<file path="src/rtl/core_bus_arbiter.sv">
// ============================================================================
// Module   : core_bus_arbiter
// Purpose  : Shares the core's single memory bus between instruction fetch
//            and data load/store. Each port queues one single-beat word
//            request; one owner holds the bus at a time. Default policy is
//            data priority with a starvation limit on fetch (MAX_DATA_RUN).
//            Define CORE_ARB_RR_EN to use round-robin between the two ports
//            instead; MAX_DATA_RUN is then ignored.
// Ports    : clk, rst                  - clock, async active-high reset
//            i_fetch_start/addr        - fetch request pulse + word address
//            o_fetch_ready/data        - fetch completion pulse + read data
//            i_data_start/write/addr/wr- load/store request pulse + fields
//            o_data_ready/rd           - load/store completion + read data
//            o_bus_start/write/addr/data_wr - bus transaction (registered)
//            i_bus_ready/data_rd       - bus completion pulse + read data
// Revision : 1.0 - initial release
// ============================================================================
`default_nettype none

module core_bus_arbiter #(
  parameter int MAX_DATA_RUN = 4
) (
  input  logic        clk,
  input  logic        rst,
  input  logic        i_fetch_start,
  input  logic [29:0] i_fetch_addr,
  output logic        o_fetch_ready,
  output logic [31:0] o_fetch_data,
  input  logic        i_data_start,
  input  logic        i_data_write,
  input  logic [29:0] i_data_addr,
  input  logic [31:0] i_data_wr,
  output logic        o_data_ready,
  output logic [31:0] o_data_rd,
  output logic        o_bus_start,
  output logic        o_bus_write,
  output logic [29:0] o_bus_addr,
  output logic [31:0] o_bus_data_wr,
  input  logic        i_bus_ready,
  input  logic [31:0] i_bus_data_rd
);

  typedef enum logic [1:0] {
    ST_IDLE        = 2'd0,
    ST_GRANT_FETCH = 2'd1,
    ST_GRANT_DATA  = 2'd2
  } state_t;

  state_t      r_state;
  state_t      w_state_next;

  // Pending bits stay set while the port owns the bus and clear on its ready.
  logic        r_f_pend;
  logic [29:0] r_f_addr;
  logic        r_d_pend;
  logic        r_d_write;
  logic [29:0] r_d_addr;
  logic [31:0] r_d_wdata;

  logic        r_bus_start;
  logic        r_bus_write;
  logic [29:0] r_bus_addr;
  logic [31:0] r_bus_wdata;

  logic        w_f_done;
  logic        w_d_done;
  logic        w_f_acc;
  logic        w_d_acc;
  logic        w_f_req;
  logic        w_d_req;
  logic        w_arb;
  logic        w_pick_fetch;
  logic        w_grant_f;
  logic        w_grant_d;
  logic [29:0] w_f_addr_eff;
  logic        w_d_write_eff;
  logic [29:0] w_d_addr_eff;
  logic [31:0] w_d_wdata_eff;

  assign w_f_done = (r_state == ST_GRANT_FETCH) && i_bus_ready;
  assign w_d_done = (r_state == ST_GRANT_DATA)  && i_bus_ready;

  // A start is taken when the port is free, or when its current transaction
  // completes in this same cycle.
  assign w_f_acc = i_fetch_start && (!r_f_pend || w_f_done);
  assign w_d_acc = i_data_start  && (!r_d_pend || w_d_done);

  // Outstanding request after this cycle, including one arriving now.
  assign w_f_req = w_f_acc || (r_f_pend && !w_f_done);
  assign w_d_req = w_d_acc || (r_d_pend && !w_d_done);

  // Decision points: idle bus, or the owner's completion cycle (bus_ready
  // outside a grant state only reaches here through ST_IDLE, where it is
  // ignored by the done terms above).
  assign w_arb = (r_state == ST_IDLE) || i_bus_ready;

  // A request arriving this cycle bypasses its latch so it can be granted
  // with zero added latency.
  assign w_f_addr_eff  = w_f_acc ? i_fetch_addr : r_f_addr;
  assign w_d_write_eff = w_d_acc ? i_data_write : r_d_write;
  assign w_d_addr_eff  = w_d_acc ? i_data_addr  : r_d_addr;
  assign w_d_wdata_eff = w_d_acc ? i_data_wr    : r_d_wdata;

`ifdef CORE_ARB_RR_EN
  logic r_last_data;

  // On contention, hand the bus to whichever port did not have it last.
  assign w_pick_fetch = r_last_data;

  always_ff @(posedge clk or posedge rst) begin
    if (rst) begin
      r_last_data <= 1'b0;
    end else if (w_grant_f) begin
      r_last_data <= 1'b0;
    end else if (w_grant_d) begin
      r_last_data <= 1'b1;
    end
  end
`else
  localparam logic [3:0] c_MAX_RUN = 4'(MAX_DATA_RUN);

  logic [3:0] r_run_cnt;

  // Data wins contention until it has taken c_MAX_RUN grants in a row
  // against a waiting fetch.
  assign w_pick_fetch = (r_run_cnt == c_MAX_RUN);

  always_ff @(posedge clk or posedge rst) begin
    if (rst) begin
      r_run_cnt <= 4'd0;
    end else if (!w_f_req || w_grant_f) begin
      r_run_cnt <= 4'd0;
    end else if (w_grant_d && (r_run_cnt != c_MAX_RUN)) begin
      r_run_cnt <= r_run_cnt + 4'd1;
    end
  end
`endif

  // Next-state and grant decision.
  always_comb begin
    w_state_next = r_state;
    w_grant_f    = 1'b0;
    w_grant_d    = 1'b0;
    if (w_arb) begin
      w_state_next = ST_IDLE;
      if (w_f_req && w_d_req) begin
        w_grant_f = w_pick_fetch;
        w_grant_d = !w_pick_fetch;
      end else begin
        w_grant_f = w_f_req;
        w_grant_d = w_d_req;
      end
      if (w_grant_f) begin
        w_state_next = ST_GRANT_FETCH;
      end else if (w_grant_d) begin
        w_state_next = ST_GRANT_DATA;
      end
    end
  end

  always_ff @(posedge clk or posedge rst) begin
    if (rst) begin
      r_state <= ST_IDLE;
    end else begin
      r_state <= w_state_next;
    end
  end

  // Per-port request latches.
  always_ff @(posedge clk or posedge rst) begin
    if (rst) begin
      r_f_pend  <= 1'b0;
      r_f_addr  <= 30'd0;
      r_d_pend  <= 1'b0;
      r_d_write <= 1'b0;
      r_d_addr  <= 30'd0;
      r_d_wdata <= 32'd0;
    end else begin
      r_f_pend <= w_f_req;
      r_d_pend <= w_d_req;
      if (w_f_acc) begin
        r_f_addr <= i_fetch_addr;
      end
      if (w_d_acc) begin
        r_d_write <= i_data_write;
        r_d_addr  <= i_data_addr;
        r_d_wdata <= i_data_wr;
      end
    end
  end

  // Registered bus side: start pulses once, fields hold until next grant.
  always_ff @(posedge clk or posedge rst) begin
    if (rst) begin
      r_bus_start <= 1'b0;
      r_bus_write <= 1'b0;
      r_bus_addr  <= 30'd0;
      r_bus_wdata <= 32'd0;
    end else begin
      r_bus_start <= w_grant_f || w_grant_d;
      if (w_grant_f) begin
        r_bus_write <= 1'b0;
        r_bus_addr  <= w_f_addr_eff;
        r_bus_wdata <= 32'd0;
      end else if (w_grant_d) begin
        r_bus_write <= w_d_write_eff;
        r_bus_addr  <= w_d_addr_eff;
        r_bus_wdata <= w_d_wdata_eff;
      end
    end
  end

  assign o_bus_start   = r_bus_start;
  assign o_bus_write   = r_bus_write;
  assign o_bus_addr    = r_bus_addr;
  assign o_bus_data_wr = r_bus_wdata;

  assign o_fetch_ready = w_f_done;
  assign o_data_ready  = w_d_done;
  assign o_fetch_data  = i_bus_data_rd;
  assign o_data_rd     = i_bus_data_rd;

endmodule

`default_nettype wire

</file>
<file path="config.mk">
export PLATFORM = sky130hd
export DESIGN_NAME = core_bus_arbiter
export DESIGN_NICKNAME = d
export VERILOG_FILES = /design/src/rtl/core_bus_arbiter.sv
export SDC_FILE = /design/constraint.sdc
export NUM_CORES = 1
export LEC_CHECK = 0
export BUFFER_PORTS_ARGS = -buffer_cell sky130_fd_sc_hd__buf_2
export CAP_MARGIN = 20
export CORE_UTILIZATION = 45
export CTS_CLUSTER_SIZE = 10
export DETAILED_ROUTE_END_ITERATION = 6
export GPL_TIMING_DRIVEN = 0
export PLACE_DENSITY = 0.76
export SETUP_SLACK_MARGIN = 0.5
export SYNTH_ARGS = -nofsm -noshare
export SYNTH_HDL_FRONTEND = slang
export SYNTH_SLANG_ARGS = --single-unit
export TNS_END_PERCENT = 50
</file>
<file path="constraint.sdc">
create_clock -name clk -period 5.6 [get_ports clk]
set_input_delay 1.12 -clock clk [delete_from_list [all_inputs] [get_ports clk]]
set_output_delay 1.12 -clock clk [all_outputs]
set_load 0.01 [all_outputs]
</file>
==> out/metrics.cfg <==
[clock_tree]
cts_buffer_depth = 2
clkSinkCount = 165
post_cts_buffers = 0
hold_buffers = 0
clk_pin_slew_ns = 0.06
post_cts_resized = 0
cts_tree = yes
cts-buffers-inserted = 17
cts_root_buf = clkbuf_16
clkLatencyLatePin_ns = 0.42
cts_max_level = 4

[floorplanning]
die_y_um = 127
ioPinCount = 260
dieArea_mm2 = 0.0161
row_count = 45
start_util = 0.462
die_x_um = 127
core_region_area_mm2 = 0.0152

[timing]
finalCritPeriodShare = 0.488
slew_viol_final = 0
tightest_slew_ns = 0.637
skew_ns = 0.00974
worst_slack_ns = 2.87
max-slew-margin-rel = 0.576
max_freq_mhz = 366
rsz0062_at_grt = false
period_needed_ns = 2.73
setup_viol = 0
finalHoldViolCount = 0
setup_tns_ns = 0

[place]
hpwl_um = 11600
placed_area_mm2 = 0.00848
place_congestion = 0.727
io_buffers = 227
pre_cts_ws_ns = 2.74

[global_routing]
grt_max_degree = 42
grt_pass1_wl_um = 25500
antenna_found_initial = 0
grt_overflow_total = 0
grt_usage = 0.205
grt_pass1_vias = 5064

[synth]
seq_area_frac_synth = 0.588
synth_top_area_frac = 0.588
yosys.area_share.adder = 0.00356
syn-cell-area_mm2 = 0.00702
synth-main-ff-cell = dfrtp_1
muxShareOfSynthArea = 0.138
synth.largest_area_cell = dfrtp_1
ys_ff_latch = 165
async_flop_share = 1.00
synth_edf_count = 0
synth_area_leaders = dfrtp_1 59%, mux2i_1 8.6%, buf_4 7.5%, mux2_2 5.3%, a22o_1 4.1%
yosys.area_share.simple = 0.0153
yosys.area_share.xor_xnor = 0.00374
yosys.cell_types.count = 38
yosys_warnings = 0
synth_cells = 549
synth_compound_gate_area_share = 0.122
syn_avg_cell_area_um2 = 12.8
synth_top_family_by_area = multiplexers
synth_nets = 681

[power_and_ir_drop]
seq_power_share = 0.398
switching_power_w = 0.00163
sw_frac_of_total = 0.324
ir_drop_mv = 0.285
pwr-share-comb = 0.344
p_leak_nw = 4.70
power.internal_w = 0.00340
power.density_mw_per_mm2 = 551
clkPwrFrac = 0.257

[worst_setup_path]
worstPathRequired_ns = 4.48
cp-start-kind = input pin
crit_fanout = 7
crit_arrival_ns = 1.61
cp-end-kind = output port
setup.worst_path.class = in -> out

[drt]
first_pass_iters = 4
totalWireLength_um = 16000
viasPerCell = 4.98
ant_nets = 0
vias = 4984
remaining_drc_errors = 0
drt_iter0_markers = 169
avgRoutedWirePerCell_um = 16.0

[min_path]
hold_path.class = reg -> reg

[cells_and_area]
syn2layout_area_growth_pct = 30.1
layout_common_cells = 242 x buf_2, 165 x dfrtp_1, 70 x buf_4
layout_commonest_cell = buf_2
final_area_mm2 = 0.00914
n_fill_cell = 1277
nNetsFinal = 931
diodes = 0
post_route_cells_drive_above_1_share = 0.489
post-route-util = 0.601

[flow_run]
drv_cap = 0

[status]
outcome = completed

cell usage after synthesis, types with 3 or more instances:
library cell,count
inv_1,68
nor2_1,3
buf_2,15
buf_4,70
mux2_2,33
o221ai_1,21
o221ai_2,9
mux2i_1,60
clkbuf_1,6
a21oi_1,3
a22o_1,33
dfrtp_1,165
o21ai_0,33
layout make-up:
type / count / area, um2 / share of cell area
repair buffers: 231 / 1220 / 0.133
clock inverters: 14 / 233 / 0.0255
flip-flops and latches: 165 / 4130 / 0.452
well taps: 188 / 235 / 0.0257
plain buffers: 93 / 649 / 0.0710
inverters: 69 / 263 / 0.0287
multi-input cells: 222 / 1990 / 0.217
clock buffers: 18 / 429 / 0.0470
metrics by stage:
step	hold slack, ns	total power (W)	cells
6_report	0.476	0.00503	1000
5_1_grt	0.500	0.00536	1000
4_1_cts	0.480	0.00508	1000
3_5_place_dp	0.465	0.00377	968
3_3_place_gp	0.459	0.00369	964
2_1_floorplan	0.446	0.00316	549
worst max-delay path, stage by stage:
cell and delay, ns:
buf_2 0.15, nand3b_2 0.14, inv_1 0.07, buf_2 0.13
final timing paths:
check                                  startpoint  slack (ns)                      endpoint  cells after the start
hold / removal             r_f_addr[27]$_DFF_PP0_        0.48        r_f_addr[27]$_DFF_PP0_                      2
setup reg to reg           r_state[1]$_DFFE_PP0P_        3.55  o_bus_data_wr[0]$_DFFE_PP0P_                      6
min in group asynchronous                     rst        0.76       r_d_wdata[21]$_DFF_PP0_                      2
hold reg to reg            r_f_addr[27]$_DFF_PP0_        0.48        r_f_addr[27]$_DFF_PP0_                      2
max in group asynchronous                     rst        4.02    o_bus_addr[21]$_DFFE_PP0P_                      4
setup / recovery                      i_bus_ready        2.87                 o_fetch_ready                      4
registers in the layout (all words and copies together), names as in the netlist:
name	cells
o_bus_addr	30
o_bus_data_wr	32
o_bus_start	1
o_bus_write	1
r_d_addr	30
r_d_pend	1
r_d_wdata	32
r_d_write	1
r_f_addr	30
r_f_pend	1
r_run_cnt	4
r_state	2
cells by family (layout without fill, tap and decap cells):
group,after synthesis,in the layout
xor+xnor,3,3
mux,93,93
fa+ha+maj,2,2
flops,165,165
compound gates,107,107
buf+inv,162,425
simple gates,17,17
power by group through the flow:
stage | Combinational (W) | Sequential [W] | Clock, W
final | 0.00173 | 0.00200 | 0.00130
after global routing | 0.00192 | 0.00206 | 0.00137
after CTS | 0.00176 | 0.00201 | 0.00132
after detailed placement | 0.00176 | 0.00201 | 0
after global placement | 0.00169 | 0.00200 | 0
after floorplan | 0.00110 | 0.00207 | 0
per-layer routing:
layer | GRT usage | wire, um
met4 | 0.0532 | 100
met1 | 0.264 | 7160
met5 | 0 | 0
met2 | 0.334 | 7600
met3 | 0.0666 | 1160
No activity file was read; power rests on OpenSTA's default activity.
